$ cat src/rtl/xq_sched_pkg.sv
// Shared SOML decoder constants and the xQ sequencer state encoding.
package xq_sched_pkg;

  localparam int Q88_W           = 16;
  // Divider pipe latency for the 8.8/8.8 configuration.
  localparam int DIV_LAT_DEFAULT = 10;

  typedef enum logic [2:0] {
    S_IDLE,
    S_LAUNCH,
    S_WAIT_TRACE,
    S_WAIT_DIV,
    S_CAPTURE,
    S_DONE
  } sched_state_e;

endpackage

$ cat src/rtl/xq_sched_cnt.sv
// Loadable up-counter with terminal-count compare, shared by the trace timeout and divider wait.
module xq_sched_cnt #(
  parameter int CW = 7
) (
  input  logic          clk,
  input  logic          rstn,
  input  logic          clr_i,
  input  logic          en_i,
  input  logic [CW-1:0] tc_val_i,
  output logic          tc_o
);

  logic [CW-1:0] cnt_q;

  always_ff @(posedge clk or negedge rstn) begin
    if (!rstn) begin
      cnt_q <= '0;
    end else if (clr_i) begin
      cnt_q <= '0;
    end else if (en_i) begin
      cnt_q <= cnt_q + 1'b1;
    end
  end

  assign tc_o = (cnt_q == tc_val_i);

endmodule

$ cat src/rtl/xq_sched.sv
// Sequencer running NTERM xQ computations through the shared YGB/trace/divide datapath.
module xq_sched
  import xq_sched_pkg::*;
#(
  parameter  int NTERM   = 4,
  parameter  int W       = Q88_W,
  parameter  int DIV_LAT = DIV_LAT_DEFAULT,
  parameter  int TIMEOUT = 64,
  localparam int IW      = (NTERM > 1) ? $clog2(NTERM) : 1,
  localparam int CW      = $clog2(((TIMEOUT > DIV_LAT) ? TIMEOUT : DIV_LAT) + 1)
) (
  input  logic             clk,
  input  logic             rstn,
  // req/ready: a run starts on any rising edge with req && ready (and no flush);
  // req seen while ready is low is dropped, never queued.
  input  logic             req,
  output logic             ready,
  input  logic             flush,
  output logic [IW-1:0]    dp_sel,
  output logic             dp_start,
  input  logic             dp_finish,
  input  logic [W-1:0]     dp_result,
  output logic             busy,
  output logic             done,
  output logic             err,
  output logic [NTERM*W-1:0] xq,
  output sched_state_e     dbg_state
);

  sched_state_e        state_q;
  logic [IW-1:0]       i_q;
  logic                err_q;
  logic                done_q;
  logic                dp_start_q;
  logic [NTERM*W-1:0]  xq_q;

  logic                cnt_clr, cnt_en, cnt_tc;
  logic [CW-1:0]       cnt_tc_val;
  logic                last_term;

  // The counter runs only in the two wait states; any other state (or a finish) reloads zero.
  always_comb begin
    cnt_en     = ((state_q == S_WAIT_TRACE) && !dp_finish) || (state_q == S_WAIT_DIV);
    cnt_clr    = !cnt_en;
    cnt_tc_val = (state_q == S_WAIT_TRACE) ? CW'(TIMEOUT - 1) : CW'(DIV_LAT - 1);
  end

  assign last_term = (i_q == IW'(NTERM - 1));

  xq_sched_cnt #(.CW(CW)) u_cnt (
    .clk      (clk),
    .rstn     (rstn),
    .clr_i    (cnt_clr),
    .en_i     (cnt_en),
    .tc_val_i (cnt_tc_val),
    .tc_o     (cnt_tc)
  );

  always_ff @(posedge clk or negedge rstn) begin
    if (!rstn) begin
      state_q    <= S_IDLE;
      i_q        <= '0;
      err_q      <= 1'b0;
      done_q     <= 1'b0;
      dp_start_q <= 1'b0;
      xq_q       <= '0;
    end else begin
      dp_start_q <= 1'b0;
      done_q     <= 1'b0;
      if (flush) begin
        state_q <= S_IDLE;
      end else begin
        case (state_q)
          S_IDLE: begin
            if (req) begin
              i_q        <= '0;
              err_q      <= 1'b0;
              dp_start_q <= 1'b1;
              state_q    <= S_LAUNCH;
            end
          end
          S_LAUNCH: state_q <= S_WAIT_TRACE;
          S_WAIT_TRACE: begin
            if (dp_finish) begin
              state_q <= S_WAIT_DIV;
            end else if (cnt_tc) begin
              // Abandoned term: zero its word and leave exactly as CAPTURE would.
              err_q            <= 1'b1;
              xq_q[i_q*W +: W] <= '0;
              if (last_term) begin
                done_q  <= 1'b1;
                state_q <= S_DONE;
              end else begin
                i_q        <= i_q + 1'b1;
                dp_start_q <= 1'b1;
                state_q    <= S_LAUNCH;
              end
            end
          end
          S_WAIT_DIV: begin
            if (cnt_tc) state_q <= S_CAPTURE;
          end
          S_CAPTURE: begin
            xq_q[i_q*W +: W] <= dp_result;
            if (last_term) begin
              done_q  <= 1'b1;
              state_q <= S_DONE;
            end else begin
              i_q        <= i_q + 1'b1;
              dp_start_q <= 1'b1;
              state_q    <= S_LAUNCH;
            end
          end
          S_DONE:  state_q <= S_IDLE;
          default: state_q <= S_IDLE;
        endcase
      end
    end
  end

  assign ready     = (state_q == S_IDLE);
  assign busy      = (state_q != S_IDLE);
  assign dp_sel    = i_q;
  assign dp_start  = dp_start_q;
  assign done      = done_q;
  assign err       = err_q;
  assign xq        = xq_q;
  assign dbg_state = state_q;

endmodule
$ cat config.mk
export PLATFORM = sky130hd
export DESIGN_NAME = xq_sched
export DESIGN_NICKNAME = d
export VERILOG_FILES = /design/src/rtl/xq_sched_pkg.sv /design/src/rtl/xq_sched_cnt.sv /design/src/rtl/xq_sched.sv
export SDC_FILE = /design/constraint.sdc
export NUM_CORES = 1
export LEC_CHECK = 0
export BUFFER_PORTS_ARGS = -buffer_cell sky130_fd_sc_hd__buf_2
export CAP_MARGIN = 25
export CORE_MARGIN = 5
export CORE_UTILIZATION = 58
export CTS_BUF_LIST = sky130_fd_sc_hd__clkbuf_8 sky130_fd_sc_hd__clkbuf_16
export DETAILED_ROUTE_END_ITERATION = 12
export HOLD_SLACK_MARGIN = 0.15
export PLACE_DENSITY = 0.85
export SLEW_MARGIN = 5
export SYNTH_ARGS = -nofsm -noshare
export SYNTH_HDL_FRONTEND = slang
export SYNTH_SLANG_ARGS = --single-unit
export TNS_END_PERCENT = 50
$ cat constraint.sdc
create_clock -name clk -period 4.5 [get_ports clk]
set_input_delay 0.9 -clock clk [delete_from_list [all_inputs] [get_ports clk]]
set_output_delay 0.9 -clock clk [all_outputs]
set_load 0.05 [all_outputs]
Word level (Yosys, flattened, before mapping)
Cells that the tools add are included.

Bits in registers: 79. Input bits: 21. Logic and storage cells: 72. Output and inout port bits: 74.

Reduce and logical (&&, ||, !) cells: 12. Bitwise operators: 1. Add/subtract/negate cells: 3. Eq/ne operators: 12. Shift-type cells: 3. Multiplexer cells: 34.

Operator list (count): bitwise mux 64 bit (2); two-way mux 64 bit (2); one-hot mux 64 bit (2 select lines) (1); variable shift 16 x 34 -> 64 bit (first input constant) (1); indexed part select 16 x 34 -> 64 bit (1); indexed part select 16 x 34 -> 64 bit (first input constant) (1); negation 6 -> 34 bit (1); two-way mux 3 bit (6); one-hot mux 3 bit (5 select lines) (1); two-way mux 1 bit (12); AND reduction 5 bit (2); two-way mux 2 bit (4); adder 7 x 1 -> 7 bit (second input constant) (1); == test 7 x 6 -> 1 bit (1); two-way mux 7 bit (1); == test 3 x 2 -> 1 bit (second input constant) (2); two-way mux 6 bit (1); != test 2 bit (second input constant) (3); one-hot mux 2 bit (3 select lines) (1); nonzero test 3 bit (2); != test 4 bit (second input constant) (1); one-hot mux 1 bit (2 select lines) (2); AND reduction 4 bit (1); nonzero test 2 bit (2); other kinds (13) (13).

Depth between registers and ports, before layout
Depth in word-level cells: 7. Mapped depth: 7. Depth with buffers taken out: 6.

Hierarchy
A second synthesis with hierarchy kept.

Cells, all modules: 388. Area total of the unflattened synthesis: 3627.2 um^2.

Modules (own cells, without submodules): xq_sched (seq. area each 1801.7 um^2, area each 3231.8 um^2, cells an instance 348, instances 1); xq_sched_cnt (seq. area each 175.2 um^2, area each 395.4 um^2, cells an instance 40, instances 1).

Worst setup path before layout
No wires, ideal clock.

Path type: flip-flop to output port. Start point: register state_q[2], in the netlist dbg_state[2]. End point: output port ready. Arrival: 1915 ps. Data required time: 3600 ps. Setup slack: 1685 ps. Path buffers: 2. Cell stages (with the launch flop): 6. Path through: dfrtp_1 > buf_4 > clkbuf_1 > inv_1 > nand2_1 > inv_1.

Word-level cells in the longest chain between the ends: 1.

RTL lines: start: declaration (RTL line xq_sched.sv:30) `sched_state_e state_q;`; start signal: assignment (RTL line xq_sched.sv:61) `state_q <= S_IDLE;`; start signal: assignment (RTL line xq_sched.sv:71) `state_q <= S_IDLE;`; start signal: assignment (RTL line xq_sched.sv:79) `state_q <= S_LAUNCH;`; zero test 3 bit (RTL line xq_sched.sv:121) `assign ready = (state_q == S_IDLE);`; end: declaration (RTL line xq_sched.sv:17) `output logic ready,`.

No other way between the ends.

Worst setup path after layout
Start point: register i_q[0], in the netlist dp_sel[0]. End point: register xq_q[39], in the netlist xq[39].

Word-level cells in the longest chain between the ends: 6. Elaborated cells on any way between the ends: 9. Classes of those cells: add/sub: 1; shift: 3; mux: 5.

RTL lines: start: declaration (RTL line xq_sched.sv:31) `logic [IW-1:0] i_q;`; start signal: assignment (RTL line xq_sched.sv:94) `i_q <= i_q + 1'b1;`; start signal: assignment (RTL line xq_sched.sv:109) `i_q <= i_q + 1'b1;`; negation 6 -> 34 bit * (RTL line xq_sched.sv:89, xq_sched.sv:104); indexed part select 16 x 34 -> 64 bit or variable shift 16 x 34 -> 64 bit (tied branches) (RTL line xq_sched.sv:89, xq_sched.sv:104); bitwise mux 64 bit (RTL line xq_sched.sv:89) `xq_q[i_q*W +: W] <= '0;`; two-way mux 64 bit (RTL line xq_sched.sv:86) `end else if (cnt_tc) begin`; two-way mux 64 bit (RTL line xq_sched.sv:84) `if (dp_finish) begin`; one-hot mux 64 bit (2 select lines) * (RTL line xq_sched.sv:73) `case (state_q)`; end signal: indexed assignment (RTL line xq_sched.sv:104) `xq_q[i_q*W +: W] <= dp_result;`; end: declaration (RTL line xq_sched.sv:35) `logic [NTERM*W-1:0] xq_q;`.

Mark *: on every way between the ends. The rest lies on a longest branch, timed or not. The select of a mux whose other input is x is not followed. A chain may end at the register's enable or synchronous reset.

==> impl_metrics.tcl <==
set metrics [dict create \
    crit_path_top_delay_cell "dfrtp_1" \
    multiInputGateArea_um2 1618 \
    timing.rr.end "xq[39]" \
    clkTransAtPathRegs_ns 0.09 \
    post-synth-top-count-cell "dfrtp_1" \
    finalNonFillerCells 562 \
    nNetsFinal 505 \
    maxCapViolations 0 \
    setup_violations 0 \
    die_h_um 92.54 \
    sequentialPowerShare 0.486 \
    clkPwrFrac 0.362 \
    holdBufCountCts 0 \
    htree_num_levels 3 \
    grt_pass1_wl_mm 15.31 \
    path_cells "inv_1 > ha_1 > nand4bb_1 > nor3_2 > buf_4 > nand2_1 > mux2i_1" \
    yosys_warnings 0 \
    start_kind "flop" \
    die-area_um2 8564 \
    p_sw_frac 0.2941 \
    num_vias 3060 \
    p_int_mw 1.101 \
    skew_ns 0.01151 \
    dr.pass1.iters 4 \
    cp_top_family "simple AND/OR/NAND/NOR gates" \
    power_frac_comb 0.152 \
    hold_violations 0 \
    finalCritPeriodShare 0.5732 \
    io-pin-count 95 \
    drt-wirelength-per-cell_um 16.58 \
    cts_tree "built" \
    yosysUniqueCellTypes 42 \
    coreArea_um2 6719 \
    ys_async_sr_fraction 1.000 \
    place_inst 543 \
    cts_sinks 79 \
    synth_top_area_frac 0.5003 \
    yosysSeqAreaShare 0.5003 \
    syn_to_final_growth_pct 18.62 \
    place_area_um2 4427 \
    p_per_area_nw_per_um2 332.7 \
    yosys.area.top_type "dfrtp_1" \
    tightest_slew_ns 0.9446 \
    netlist_instances 382 \
    fin_area_um2 4687 \
    rsz0062_at_grt "false" \
    arrival_ns 2.84 \
    port_buffers 94 \
    drive_gt1_frac 0.2593 \
    cts_setup_buffers 0 \
    via_per_inst 5.445 \
    cp_num_buf_inv 2 \
    grt_max_degree 80 \
    antenna_found_initial 0 \
    grtUsageTotal 0.2278 \
    cts_resized 0 \
    slew-limit-headroom 0.3655 \
    ys_top_cells_by_count "dfrtp_1, nand2_1, inv_1" \
    globalplace.congestion 0.8805 \
    clockBufferDepth 2 \
    drv_slew 0 \
    path_max_fanout 9 \
    synth_enable_flop_cells 0 \
    p_leak_nw 2.150 \
    min_path_type "input pin to asynchronous set/reset pin" \
    synth_area_um2 3951 \
    critPathCaptureType "flop" \
    antenna_cells 0 \
    criticalPathCategory "flop to flop" \
    cts-root-buf "clkbuf_8" \
    switching_power_uw 458.6 \
    register_area_um2 1977 \
    grt.overflow.total 0 \
    ant_nets 0 \
    avgSynthCellArea_um2 10.34 \
    fin_crit_ns 2.579 \
    start_util 0.5881 \
    drt_iter0_drc 189 \
    worstRegToRegCells 7 \
    ys.flop_type "dfrtp_1" \
    dpl.hpwl_mm 6.566 \
    rows 30 \
    fmax_mhz 387.7 \
    syn_nets 410 \
    die_x_um 92.54 \
    synth-seq-cells 79 \
    cp.required_ns 4.76 \
    grt_pass1_vias 3078 \
    peakVddDrop_mv 0.2352 \
    wirelength_mm 9.316 \
    reg2reg_slack_ns 1.92 \
    fill_cells 516 \
    outcome "finished, final reports clean" \
    cpPeakStageDelay_ns 0.53 \
    tritoncts.num_buffers 9 \
    synth.area.top_cells "dfrtp_1, mux2i_1, nand2_1" \
    clk_latency_ns 0.35 \
    fin_tns_setup_ns 0 \
    drcViolationCount 0 \
    dp_slack_ns 1.764 \
    r2r_start "dp_sel[0]" \
    final_critical_path_setup_slack_ns 1.921 \
]
registers in the layout (all words and copies together) (netlist names):
| name | cells |
|---|---|
| dp_start | 1 |
| u_cnt.cnt_q | 7 |
| dbg_state | 3 |
| done | 1 |
| err | 1 |
| dp_sel | 2 |
| xq | 64 |
cell type report:
| type | instances | share of cell area |
|---|---|---|
| Tap cell | 80 | 0.02136 |
| Sequential cell | 79 | 0.4218 |
| Multi-Input combinational cell | 221 | 0.3452 |
| Clock buffer | 9 | 0.02643 |
| Inverter | 69 | 0.05526 |
| Timing Repair Buffer | 97 | 0.1108 |
| Clock inverter | 7 | 0.01922 |
how the worst max path moves through the flow:
stage	cells after the start	from	end
3_5_place_dp	6	dp_sel[0]	xq[39]
5_1_grt	4	dbg_state[2]	xq[4]
4_1_cts	6	dp_sel[0]	xq[31]
3_3_place_gp	6	dp_sel[0]	xq[42]
6_report	7	dp_sel[0]	xq[39]
2_1_floorplan	5	dbg_state[2]	ready
metal layers:
metal,routed length (um),GRT usage,up-vias
met1,3924,0.3020,1488
met5,0,0,-
li1,-,-,1429
met2,4561,0.3625,127
met4,181,0.09530,0
met3,648,0.04955,16
cell families after synthesis:
family          count (synthesis)  share of synthesized area
compound gates                 18                    0.04307
xor+xnor                        6                    0.01330
fa+ha+maj                       7                    0.02216
buf+inv                        82                    0.09278
flops                          79                     0.5003
mux                            67                     0.1732
simple gates                  123                     0.1552
power groups by stage:
stage                     Combinational [mW]  Sequential (mW)  Clock [mW]
after CTS                              0.234            0.757       0.573
after floorplan                        0.104            0.823           0
after global routing                   0.254            0.762       0.612
after detailed placement               0.233            0.771           0
final                                  0.236            0.758       0.565
after global placement                 0.228            0.769           0
layout by cell type (no fill, tap or decap), types with 3 or more instances in the layout:
cell type / synthesis / layout
buf_2: 5 / 93
dfrtp_1: 79 / 79
nand2_1: 77 / 77
inv_1: 69 / 71
mux2i_1: 65 / 65
nor2_1: 10 / 10
clkbuf_8: 0 / 9
nand3_1: 8 / 8
nand4_1: 7 / 7
ha_1: 7 / 7
xor2_1: 5 / 5
o21ai_4: 4 / 4
a21oi_1: 3 / 3
through the flow:
step	utilization	total power [mW]	hold WS, ns
final	0.6976	1.559	0.3809
after global routing	0.6976	1.627	0.3793
after CTS	0.6907	1.565	0.5186
after detailed placement	0.6588	1.004	0.5063
after global placement	0.6588	0.9978	0.5012
after floorplan	-	0.9275	0.4871
(Power assumes the default switching activity.)
